===== src/rtl/bcd_display_scanner_if.sv =====
// Bundles the BCD digit inputs and the multiplexed display outputs of the scanner.
// The master drives digits; the slave (the scanner) drives the display pins.
interface bcd_display_scanner_if;
    logic [3:0] bcd6, bcd5, bcd4, bcd3, bcd2, bcd1, bcd0;
    logic       blank_lz;
    logic [6:0] seg;
    logic [6:0] an;
    logic [2:0] digit_idx;
    logic       frame_done;

    modport master (
        output bcd6, bcd5, bcd4, bcd3, bcd2, bcd1, bcd0, blank_lz,
        input  seg, an, digit_idx, frame_done
    );

    modport slave (
        input  bcd6, bcd5, bcd4, bcd3, bcd2, bcd1, bcd0, blank_lz,
        output seg, an, digit_idx, frame_done
    );
endinterface


===== src/rtl/bcd_display_scanner.sv =====
// Time-multiplexed 7-digit seven-segment scanner with per-frame digit snapshot,
// leading-zero blanking and a dash for non-decimal codes.
module bcd_display_scanner #(
    parameter int REFRESH_DIV    = 50000,
    parameter bit SEG_ACTIVE_LOW = 1'b1
) (
    input logic                   clk,
    input logic                   rst,
    bcd_display_scanner_if.slave  io
);
    localparam int             CW      = $clog2(REFRESH_DIV);
    localparam logic [CW-1:0]  CNT_MAX = CW'(REFRESH_DIV - 1);

    logic [CW-1:0]   cnt_q, cnt_d;
    logic [2:0]      idx_q, idx_d;
    logic            active_q, active_d;
    logic [6:0][3:0] snap_q, snap_d;
    logic            snap_blz_q, snap_blz_d;
    logic            frame_done_q, frame_done_d;

    logic            tick;
    logic            upper_zero;
    logic [6:0]      blank;
    logic [6:0]      en;
    logic [6:0]      pattern;

    function automatic logic [6:0] seg_lut(input logic [3:0] d);
        logic [6:0] p;
        case (d)
            4'd0:    p = 7'h3F;
            4'd1:    p = 7'h06;
            4'd2:    p = 7'h5B;
            4'd3:    p = 7'h4F;
            4'd4:    p = 7'h66;
            4'd5:    p = 7'h6D;
            4'd6:    p = 7'h7D;
            4'd7:    p = 7'h07;
            4'd8:    p = 7'h7F;
            4'd9:    p = 7'h6F;
            default: p = 7'h40;  // non-decimal code shown as a dash
        endcase
        return p;
    endfunction

    always_comb begin
        tick         = (cnt_q == CNT_MAX);
        cnt_d        = tick ? '0 : cnt_q + 1'b1;
        idx_d        = idx_q;
        active_d     = active_q;
        snap_d       = snap_q;
        snap_blz_d   = snap_blz_q;
        frame_done_d = 1'b0;
        if (tick) begin
            active_d = 1'b1;
            if (idx_q == 3'd6) begin
                // Frame boundary: latch digits so one frame never mixes two values.
                idx_d        = 3'd0;
                snap_d       = {io.bcd6, io.bcd5, io.bcd4, io.bcd3,
                                io.bcd2, io.bcd1, io.bcd0};
                snap_blz_d   = io.blank_lz;
                frame_done_d = 1'b1;
            end else begin
                idx_d = idx_q + 3'd1;
            end
        end
    end

    always_comb begin
        blank      = '0;
        upper_zero = 1'b1;
        for (int k = 6; k >= 0; k--) begin
            upper_zero = upper_zero && (snap_q[k] == 4'd0);
            blank[k]   = snap_blz_q && (k != 0) && upper_zero;
        end
        en = '0;
        if (active_q && !blank[idx_q])
            en = 7'd1 << idx_q;
        pattern = (en != 7'd0) ? seg_lut(snap_q[idx_q]) : 7'd0;
    end

    assign io.seg        = SEG_ACTIVE_LOW ? ~pattern : pattern;
    assign io.an         = SEG_ACTIVE_LOW ? ~en : en;
    assign io.digit_idx  = idx_q;
    assign io.frame_done = frame_done_q;

    always_ff @(posedge clk) begin
        if (rst) begin
            cnt_q        <= '0;
            idx_q        <= 3'd6;
            active_q     <= 1'b0;
            snap_q       <= '0;
            snap_blz_q   <= 1'b0;
            frame_done_q <= 1'b0;
        end else begin
            cnt_q        <= cnt_d;
            idx_q        <= idx_d;
            active_q     <= active_d;
            snap_q       <= snap_d;
            snap_blz_q   <= snap_blz_d;
            frame_done_q <= frame_done_d;
        end
    end
endmodule

===== src/flat_wrapper.sv =====
// flat-port wrapper written by rule: the top's interface ports become plain ports
module bcd_display_scanner_flat 
#(
    parameter int REFRESH_DIV    = 50000,
    parameter bit SEG_ACTIVE_LOW = 1'b1
)
  (clk, rst, io_bcd6, io_bcd5, io_bcd4, io_bcd3, io_bcd2, io_bcd1, io_bcd0, io_blank_lz, io_seg, io_an, io_digit_idx, io_frame_done);
  bcd_display_scanner_if io_i ();
  input logic clk;
  input logic rst;
  input wire logic [$bits(io_i.bcd6)-1:0] io_bcd6;
  input wire logic [$bits(io_i.bcd5)-1:0] io_bcd5;
  input wire logic [$bits(io_i.bcd4)-1:0] io_bcd4;
  input wire logic [$bits(io_i.bcd3)-1:0] io_bcd3;
  input wire logic [$bits(io_i.bcd2)-1:0] io_bcd2;
  input wire logic [$bits(io_i.bcd1)-1:0] io_bcd1;
  input wire logic [$bits(io_i.bcd0)-1:0] io_bcd0;
  input wire logic [$bits(io_i.blank_lz)-1:0] io_blank_lz;
  output wire logic [$bits(io_i.seg)-1:0] io_seg;
  output wire logic [$bits(io_i.an)-1:0] io_an;
  output wire logic [$bits(io_i.digit_idx)-1:0] io_digit_idx;
  output wire logic [$bits(io_i.frame_done)-1:0] io_frame_done;
  assign io_i.bcd6 = io_bcd6;
  assign io_i.bcd5 = io_bcd5;
  assign io_i.bcd4 = io_bcd4;
  assign io_i.bcd3 = io_bcd3;
  assign io_i.bcd2 = io_bcd2;
  assign io_i.bcd1 = io_bcd1;
  assign io_i.bcd0 = io_bcd0;
  assign io_i.blank_lz = io_blank_lz;
  assign io_seg = io_i.seg;
  assign io_an = io_i.an;
  assign io_digit_idx = io_i.digit_idx;
  assign io_frame_done = io_i.frame_done;
  bcd_display_scanner #(.REFRESH_DIV(REFRESH_DIV), .SEG_ACTIVE_LOW(SEG_ACTIVE_LOW)) u_core (.clk(clk), .rst(rst), .io(io_i));
endmodule

===== config.mk =====
export PLATFORM = sky130hd
export DESIGN_NAME = bcd_display_scanner_flat
export DESIGN_NICKNAME = d
export VERILOG_FILES = /design/src/rtl/bcd_display_scanner_if.sv /design/src/rtl/bcd_display_scanner.sv /design/src/flat_wrapper.sv
export SDC_FILE = /design/constraint.sdc
export NUM_CORES = 1
export LEC_CHECK = 0
export BUFFER_PORTS_ARGS = -buffer_cell sky130_fd_sc_hd__buf_4
export CAP_MARGIN = 10
export CORE_ASPECT_RATIO = 0.6
export CORE_MARGIN = 2
export CORE_UTILIZATION = 59
export DETAILED_ROUTE_END_ITERATION = 6
export PLACE_DENSITY_LB_ADDON = 0.15
export RECOVER_POWER = 25
export SETUP_SLACK_MARGIN = 0.05
export SYNTH_ARGS = -nofsm -noshare
export SYNTH_HDL_FRONTEND = slang
export SYNTH_SLANG_ARGS = --single-unit

===== constraint.sdc =====
create_clock -name clk -period 4.9 [get_ports clk]
set_input_delay 0.735 -clock clk [delete_from_list [all_inputs] [get_ports clk]]
set_output_delay 0.735 -clock clk [all_outputs]
set_load 0.02 [all_outputs]

==> results of run 1 <==
## synth_stat cells (2+ instances only)
library cell | count | area share [%]
nor4_1 | 5 | 1.2
a211o_1 | 2 | 0.69
a22oi_1 | 3 | 0.89
buf_4 | 2 | 0.60
buf_2 | 7 | 1.4
nand3b_1 | 2 | 0.60
and3_1 | 8 | 2.0
nand2_1 | 70 | 10
xor2_1 | 6 | 2.1
dfxtp_1 | 50 | 40
nor2_1 | 24 | 3.6
ha_1 | 7 | 3.5
nor4bb_1 | 2 | 0.79
a31oi_1 | 2 | 0.50
and2_1 | 3 | 0.74
mux4_2 | 2 | 1.8
inv_1 | 8 | 1.2
nand2b_1 | 3 | 0.74
nor2b_1 | 4 | 0.99
nand4_1 | 2 | 0.50
mux2i_1 | 8 | 3.2
a21oi_1 | 33 | 6.6
o221ai_1 | 2 | 0.69
clkbuf_1 | 8 | 1.2
o21ai_0 | 3 | 0.60
nor3_1 | 4 | 0.79
o21ai_1 | 4 | 0.79
mux2_1 | 3 | 1.3
nand3_1 | 9 | 1.8
o211ai_1 | 5 | 1.5
xnor2_1 | 8 | 2.8
## cell families after synthesis
kind of cell | count (synthesis) | share of synthesized area [%]
AND/OR/NAND/NOR | 141 | 25.66
AO/OA/AOI/OAI | 61 | 14.89
flip-flops | 50 | 39.70
buffers and inverters | 27 | 4.665
XOR/XNOR | 14 | 4.864
multiplexers | 14 | 6.749
adder cells (fa/ha/maj) | 7 | 3.474
## layout make-up
class | instances | share of cell area (%)
clock buffers | 5 | 2.302
clock inverters | 3 | 1.632
inverters | 9 | 1.130
multi-input cells | 237 | 47.01
flip-flops and latches | 50 | 33.49
well taps | 60 | 2.512
repair buffers | 49 | 11.93
## per-layer routing
metal / vias up / global-route usage (%) / share of wire [%]
li1: 1149 / - / -
met1: 1038 / 40.50 / 51
met2: 99 / 35.59 / 39
met3: 9 / 6.184 / 9.5
met4: 0 / 8.081 / 0.88
met5: - / 0 / 0
## registers in the layout, summed over array words and instances (netlist names)
name / count
u_core.active_q: 1
u_core.cnt_q: 16
u_core.io.digit_idx: 3
u_core.io.frame_done: 1
u_core.snap_blz_q: 1
u_core.snap_q: 28
## through the flow
step	hold WS, ns	instances	power, uW	setup slack [ns]
2_1_floorplan	0.4298	314	428.4	1.422
3_3_place_gp	0.4422	405	447.6	1.662
3_5_place_dp	0.4484	405	448.0	1.565
4_1_cts	0.4623	413	749.0	1.204
5_1_grt	0.4864	413	764.5	1.003
6_report	0.4621	413	748.1	1.204
## final timing paths
| kind | from | end | slack [ns] | depth (start not counted) |
|---|---|---|---|---|
| setup / recovery | u_core.io.digit_idx[1]$_SDFFE_PP1P_ | io_seg[5] | 1.20 | 9 |
| hold / removal | u_core.snap_q[1]$_SDFFE_PP0P_ | u_core.snap_q[1]$_SDFFE_PP0P_ | 0.46 | 2 |
| setup reg to reg | u_core.cnt_q[0]$_SDFF_PP0_ | u_core.snap_q[18]$_SDFFE_PP0P_ | 2.18 | 6 |
| hold reg to reg | u_core.snap_q[1]$_SDFFE_PP0P_ | u_core.snap_q[1]$_SDFFE_PP0P_ | 0.46 | 2 |
## where the power goes
| group | switching, uW | total [uW] | leakage [uW] | internal, uW |
|---|---|---|---|---|
| logic | 11.3 | 28.6 | 0.000685 | 17.3 |
| clock network | 154 | 309 | 0.0000563 | 156 |
| registers | 1.97 | 410 | 0.000403 | 408 |
| total | 167 | 748 | 0.00114 | 581 |
## critical path: cells and delay by family, from the launching register on
family                   cells  cell delay, ns
flip-flops                   1            0.32
multiplexers                 2            0.89
buffers and inverters        3            0.60
AND/OR/NAND/NOR              1            0.38
adder cells (fa/ha/maj)      1            0.20
AO/OA/AOI/OAI                2            0.24
==> flow_summary.ini, run 1 <==
[outcome]
status = finished clean

[synthesis]
syn_nets = 352
synth_seq_area_share_pct = 39.70
synth_edf_count = 0
yosys_warnings = 0
yosysUniqueCellTypes = 46
avgSynthCellArea_sq_um = 8.029
synth_ff_type = dfxtp_1
synth_area_sq_um = 2521
syn_inst = 314
ys_ff_latch = 50
postSynth.asyncResetShare_pct = 0

[clock_tree]
cts_setup_buffers = 0
cts-root-buf = clkbuf_8
htree_num_levels = 2
path_clk_slew_ns = 0.10
holdBufCountCts = 0
clock_latency_ns = 0.32
clock_path_buffers = 2
cts_tree = built
cts_made_buffers = 5
ctsResizeCount = 0
clock-sinks = 50

[sta]
worst_slew_pin_slew_ns = 1.107
timing.final.crit_share_pct = 75.44
clock_skew_ns = 0.007242
fin_crit_ns = 3.697
slew_headroom_pct = 26.15
grt_setup_unrepaired = no
hold_viol_final = 0
final-setup-viol-count = 0
maxSlewViolCount = 0
fin_tns_setup_ns = 0
fmax_mhz = 270.5

[place]
port_buffers = 48
dp_hpwl_um = 4316
post_dp_cell_area_sq_um = 2883
gp_congestion = 0.8983

[worst_setup_path]
cpPeakStageDelay_ns = 0.54
crit_arrival_ns = 2.96
required_ns = 4.16
crit_path_max_fanout = 25
timing.critical_path.mode_cell = buf_4
cp_cell_sequence = buf_4 > mux4_2 > mux2i_1 > inv_1 > ha_1 > or3_1 > a21oi_1 > o211ai_1 > buf_4
critical_path.endpoint_type = output pin
slowest_stage = mux4_2
start_kind = flop
critical_path_class = flop to output pin

[floorplan]
initial_utilization_pct = 61.51
rows = 18
dieArea_sq_um = 4829
die_h_um = 54.64
die_w_um = 88.39
core_area_sq_um = 4099
io_pins = 49

[layout]
finalCoreUtilization_pct = 72.92
final_common_cell = nand2_1
final_cell_area_sq_um = 2989
multi_input_area_sq_um = 1405
final_cell_mix = nand2_1, dfxtp_1, buf_4
fill_cells = 361
syn_to_final_growth_pct = 18.56
insertedDiodeCount = 0
nets = 390
seq_area_sq_um = 1001
drive_gt1_share_pct = 17.28

[power]
peakVddDrop_uv = 186.2
p_per_area_nw_per_um2 = 250.3
leakage_uw = 0.001145

[detailed_routing]
dr.pass1.iters = 4
wl_per_cell_um = 14.61
routed_wl_um = 6033
drc = 0
postRouteAntennaNets = 0
viasPerCell = 5.557
via_count = 2295
drt_iter0_markers = 202

[worst_hold_path]
hp-class = flop to flop

[global_route]
grt_max_degree = 36
grt_pass1_wl_um = 9432
grt_overflow_total = 0
first_global_vias = 1945
antenna_found_initial = 0
grt_usage_pct = 26.23

[flow_run]
cap_viol_max_count = 0
(Power assumes the default switching activity.)
==> inputs of run 2 (changes only) <==
--- a/config.mk
+++ b/config.mk
@@ -9,7 +9,7 @@
 export CAP_MARGIN = 10
 export CORE_ASPECT_RATIO = 0.6
 export CORE_MARGIN = 2
-export CORE_UTILIZATION = 59
+export CORE_UTILIZATION = 55
 export DETAILED_ROUTE_END_ITERATION = 6
 export PLACE_DENSITY_LB_ADDON = 0.15
 export RECOVER_POWER = 25
==> constraint.sdc (replaced) <==
create_clock -name clk -period 3.8 [get_ports clk]
set_input_delay 0.57 -clock clk [delete_from_list [all_inputs] [get_ports clk]]
set_output_delay 0.57 -clock clk [all_outputs]
set_load 0.02 [all_outputs]
==> run 2 against run 1 <==
  * Power increased by 28%
  * Clock power grew 27%
  * Via count fell by 1.9%
  * Worst hold slack better by 0.0097 ns
  * Utilization shrank 6.1 points
  * Final area grew 0.38%
  * Critical path type unchanged
==> flow_summary.ini, run 2 (synthesis gave the netlist of run 1 again) <==
[layout]
multi_input_area_sq_um = 1405
fill_cells = 402
nets = 391
syn_to_final_growth_pct = 19.01
final_common_cell = nand2_1
layout.cells.non_filler = 417
final_cell_mix = nand2_1, dfxtp_1, buf_4
drive_gt1_share_pct = 17.51
regMostFlops = u_core.snap_q
insertedDiodeCount = 0
largest_reg_flops = 28
seq_area_sq_um = 1001

[detailed_routing]
wl_per_cell_um = 13.72
drc = 0
via_count = 2252
dr.pass1.iters = 4
postRouteAntennaNets = 0
routed_wl_um = 5721
viasPerCell = 5.400
drt_iter0_markers = 175

[power]
p_per_area_nw_per_um2 = 318.7
peakVddDrop_uv = 199.8
combPwrFrac_pct = 3.8
p_int_uw = 749.2
clkPwrFrac_pct = 40.9
p_sw_uw = 207.1
switching_share_pct = 21.65
sequentialPowerShare_pct = 55.3
leakage_uw = 0.001150

[worst_setup_path]
critical_path_class = flop to output pin
start_kind = flop
r2r_slack_ns = 1.40
critical_path.endpoint_type = output pin
crit_arrival_ns = 2.86
crit_path_max_fanout = 17
r2r_cells = 6
reg2reg_to = u_core.snap_q[23]$_SDFFE_PP0P_
required_ns = 3.23
worstReg2RegStart = u_core.cnt_q[0]$_SDFF_PP0_

[floorplan]
io_pins = 49
initial_utilization_pct = 56.11
dieArea_sq_um = 5159
die_h_um = 56.45
die_w_um = 91.41
core_area_sq_um = 4493
rows = 19

[clock_tree]
clock_path_buffers = 2
clock_latency_ns = 0.31
htree_num_levels = 2
path_clk_slew_ns = 0.10
cts-root-buf = clkbuf_8
cts_made_buffers = 5
holdBufCountCts = 0
cts_tree = built
ctsResizeCount = 0
cts_setup_buffers = 0
clock-sinks = 50

[global_route]
grt_max_degree = 36
top_usage_layer = met1
grt_use_met3_pct = 5.906
antenna_found_initial = 0
grtUsageMet2_pct = 30.25
grt_overflow_total = 0
grtUsageMet1_pct = 39.03
first_global_vias = 2043
grt_usage_pct = 24.16
grt_pass1_wl_um = 9846

[place]
port_buffers = 48
dp_hpwl_um = 4321
gp_congestion = 0.9256
place_inst = 409

[sta]
hold_viol_final = 0
maxSlewViolCount = 0
fin_crit_ns = 3.432
fmax_mhz = 291.4
timing.final.crit_share_pct = 90.32
worst_slew_pin_slew_ns = 0.9652
final-setup-viol-count = 0
clock_skew_ns = 0.006266
grt_setup_unrepaired = no
fin_tns_setup_ns = 0
slew_headroom_pct = 35.65

[outcome]
status = finished clean

[worst_hold_path]
hold_end = u_core.snap_q[2]$_SDFFE_PP0P_
hold_start = u_core.snap_q[2]$_SDFFE_PP0P_
hp-class = flop to flop
holdPathStages = 2

[flow_run]
cap_viol_max_count = 0
-- run 2: changes by cell type in the layout (fill, tap and decap cells not counted), sizes merged --
cell  delta
buf      +1
-- run 2: area by class of cell --
type | instances | area share (%)
clock inverter | 3 | 1.626
timing repair buffer | 50 | 12.14
multi-input combinational | 237 | 46.83
inverter | 9 | 1.126
clock buffer | 5 | 2.294
tap | 63 | 2.627
sequential | 50 | 33.36
-- run 2: worst max-delay path by stage --
stage / depth (start not counted) / startpoint / to / slack (ns)
floorplan: 9 / u_core.io.digit_idx[1]$_SDFFE_PP1P_ / io_seg[5] / 0.49
global placement: 8 / u_core.io.digit_idx[0]$_SDFFE_PP0P_ / io_seg[5] / 0.79
detailed placement: 8 / u_core.io.digit_idx[0]$_SDFFE_PP0P_ / io_seg[5] / 0.73
CTS: 8 / u_core.io.digit_idx[0]$_SDFFE_PP0P_ / io_seg[5] / 0.38
global route: 8 / u_core.io.digit_idx[0]$_SDFFE_PP0P_ / io_seg[5] / 0.16
finish: 8 / u_core.io.digit_idx[0]$_SDFFE_PP0P_ / io_seg[5] / 0.37
-- run 2: routing by layer --
layer	routed length, um	part of all wire [%]
met4	53	0.93
met1	3068	54
met5	0	0
met2	2140	37
met3	458	8.0
-- run 2: critical path: stages (launching register included) --
cell,delay [ns]
dfxtp_1,0.68
mux4_2,0.39
mux2i_1,0.34
inv_1,0.12
ha_1,0.21
or3_1,0.38
a21oi_1,0.15
o211ai_1,0.09
buf_4,0.19
-- run 2: per-stage QoR --
| step | utilization [%] | instance area (sq um) | hold WS, ns | total power [uW] | setup slack (ns) |
|---|---|---|---|---|---|
| after floorplan | - | 2521 | 0.4298 | 552.4 | 0.4869 |
| final | 66.78 | 3000 | 0.4718 | 956.3 | 0.3679 |
| after global placement | 64.41 | 2894 | 0.4517 | 577.3 | 0.7873 |
| after global routing | 66.78 | 3000 | 0.4951 | 987.3 | 0.1575 |
| after detailed placement | 64.41 | 2894 | 0.4631 | 577.7 | 0.7328 |
| after CTS | 67.03 | 3012 | 0.4787 | 963.8 | 0.3822 |
-- run 2: power groups by stage --
stage	sequential, uW	combinational (uW)	clock (uW)
CTS	529	37.0	398
detailed placement	541	36.8	0
finish	529	36.6	391
floorplan	540	12.0	0
global route	529	41.7	416
global placement	541	36.4	0
==> inputs of run 3 (changes only) <==
--- a/config.mk
+++ b/config.mk
@@ -12,7 +12,7 @@
 export CORE_UTILIZATION = 55
 export DETAILED_ROUTE_END_ITERATION = 6
 export PLACE_DENSITY_LB_ADDON = 0.15
-export RECOVER_POWER = 25
+export RECOVER_POWER = 50
 export SETUP_SLACK_MARGIN = 0.05
 export SYNTH_ARGS = -nofsm -noshare
 export SYNTH_HDL_FRONTEND = slang
==> run 3 against run 2 <==
  * The run now ends with capacitance limit, slew limit left
  * Power grew 0.13%
  * Largest power group unchanged
  * Via count down 0.31%
  * Clock power is essentially flat
  * Utilization unchanged
  * Fmax grew 0.14%
  * Register-to-register slack got worse by 0.39 ns
==> flow_summary.ini, run 3 (synthesis gave the netlist of run 1 again) <==
[global_route]
grt_max_degree = 36
first_global_vias = 2043
grt_usage_pct = 24.16
grt_overflow_total = 0
antenna_found_initial = 0
grt_pass1_wl_um = 9846

[layout]
syn_to_final_growth_pct = 19.01
layout.cells.non_filler = 417
insertedDiodeCount = 0
multi_input_area_sq_um = 1405
fill_cells = 402
drive_gt1_share_pct = 17.51
regMostFlops = u_core.snap_q
nets = 391
largest_reg_flops = 28
seq_area_sq_um = 1001
final_common_cell = nand2_1
final_cell_mix = nand2_1, dfxtp_1, buf_4

[clock_tree]
cts_setup_buffers = 0
path_clk_slew_ns = 0.10
ctsResizeCount = 0
htree_num_levels = 2
cts_tree = built
cts-root-buf = clkbuf_8
clock-sinks = 50
clock_path_buffers = 2
cts_made_buffers = 5
holdBufCountCts = 0
clock_latency_ns = 0.31

[place]
port_buffers = 48
dpl_worst_slack_ns = 0.7328
gp_congestion = 0.9256
dp_hpwl_um = 4321
place_inst = 409

[outcome]
status = finished, violations left
violations = capacitance limit, slew limit

[sta]
fmax_mhz = 291.8
fin_crit_ns = 3.427
fin_tns_setup_ns = 0
final-setup-viol-count = 0
worst_slew_pin_slew_ns = 1.582
slew_headroom_pct = -5.464
grt_setup_unrepaired = no
clock_skew_ns = 0.008093
final.setup.worst_slack_ns = 0.3728
timing.final.crit_share_pct = 90.19
maxSlewViolCount = 31
hold_viol_final = 0

[power]
clkPwrFrac_pct = 40.9
sequentialPowerShare_pct = 55.2
peakVddDrop_uv = 199.8
p_sw_uw = 208.3
p_per_area_nw_per_um2 = 319.1
p_int_uw = 749.3
leakage_uw = 0.001150
switching_share_pct = 21.75
combPwrFrac_pct = 3.8

[detailed_routing]
wl_per_cell_um = 13.80
drt_iter0_markers = 179
via_count = 2245
drc = 0
viasPerCell = 5.384
routed_wl_um = 5755
dr.pass1.iters = 4
postRouteAntennaNets = 0

[floorplan]
io_pins = 49
dieArea_sq_um = 5159
die_h_um = 56.45
die_w_um = 91.41
rows = 19
core_area_sq_um = 4493
initial_utilization_pct = 56.11

[worst_setup_path]
crit_path_max_fanout = 17
critical_path_class = flop to output pin
worstReg2RegStart = u_core.cnt_q[0]$_SDFF_PP0_
critical_path.endpoint_type = output pin
start_kind = flop
required_ns = 3.23
crit_arrival_ns = 2.86
crit_start = u_core.io.digit_idx[0]$_SDFFE_PP0P_

[flow_run]
cap_viol_max_count = 1

[worst_hold_path]
hold_start = u_core.snap_q[21]$_SDFFE_PP0P_
hp-class = flop to flop
## run 3: area by class of cell
cell class | instances | area share, %
multi-input combinational | 237 | 46.83
sequential | 50 | 33.36
timing repair buffer | 50 | 12.14
tap | 63 | 2.627
clock buffer | 5 | 2.294
clock inverter | 3 | 1.626
inverter | 9 | 1.126
## run 3: metrics by stage
step           cell area [sq um]  hold slack, ns  utilization, %  power (uW)
2_1_floorplan               2521          0.4298               -       552.4
3_3_place_gp                2894          0.4517           64.41       577.3
3_5_place_dp                2894          0.4631           64.41       577.7
4_1_cts                     3012          0.4787           67.03       963.8
5_1_grt                     3000          0.4951           66.78       987.3
6_report                    3000          0.4753           66.78       957.5
## run 3: layer usage
| metal | routed length, um | GRT usage (%) | up-vias |
|---|---|---|---|
| met5 | 0 | 0 | - |
| met4 | 53 | 8.009 | 0 |
| met3 | 490 | 5.906 | 5 |
| met2 | 2129 | 30.25 | 80 |
| met1 | 3081 | 39.03 | 1007 |
| li1 | - | - | 1153 |
## run 3: worst max-delay path: stages, from the launching register on
cell,delay (ns)
dfxtp_1,0.68
mux4_2,0.39
mux2i_1,0.34
inv_1,0.12
ha_1,0.21
or3_1,0.38
a21oi_1,0.15
o211ai_1,0.09
buf_4,0.19
## run 3: power groups by stage
| stage | registers (uW) | clock network (uW) | logic, uW |
|---|---|---|---|
| 3_3_place_gp | 541 | 0 | 36.4 |
| 5_1_grt | 529 | 416 | 41.7 |
| 4_1_cts | 529 | 398 | 37.0 |
| 6_report | 529 | 392 | 36.7 |
| 2_1_floorplan | 540 | 0 | 12.0 |
| 3_5_place_dp | 541 | 0 | 36.8 |
## run 3: worst paths after layout
check                                        end  slack, ns  depth (start not counted)
setup / recovery                       io_seg[5]       0.37                          8
hold / removal    u_core.snap_q[21]$_SDFFE_PP0P_       0.48                          2
setup reg to reg  u_core.snap_q[23]$_SDFFE_PP0P_       1.01                          6
hold reg to reg   u_core.snap_q[21]$_SDFFE_PP0P_       0.48                          2
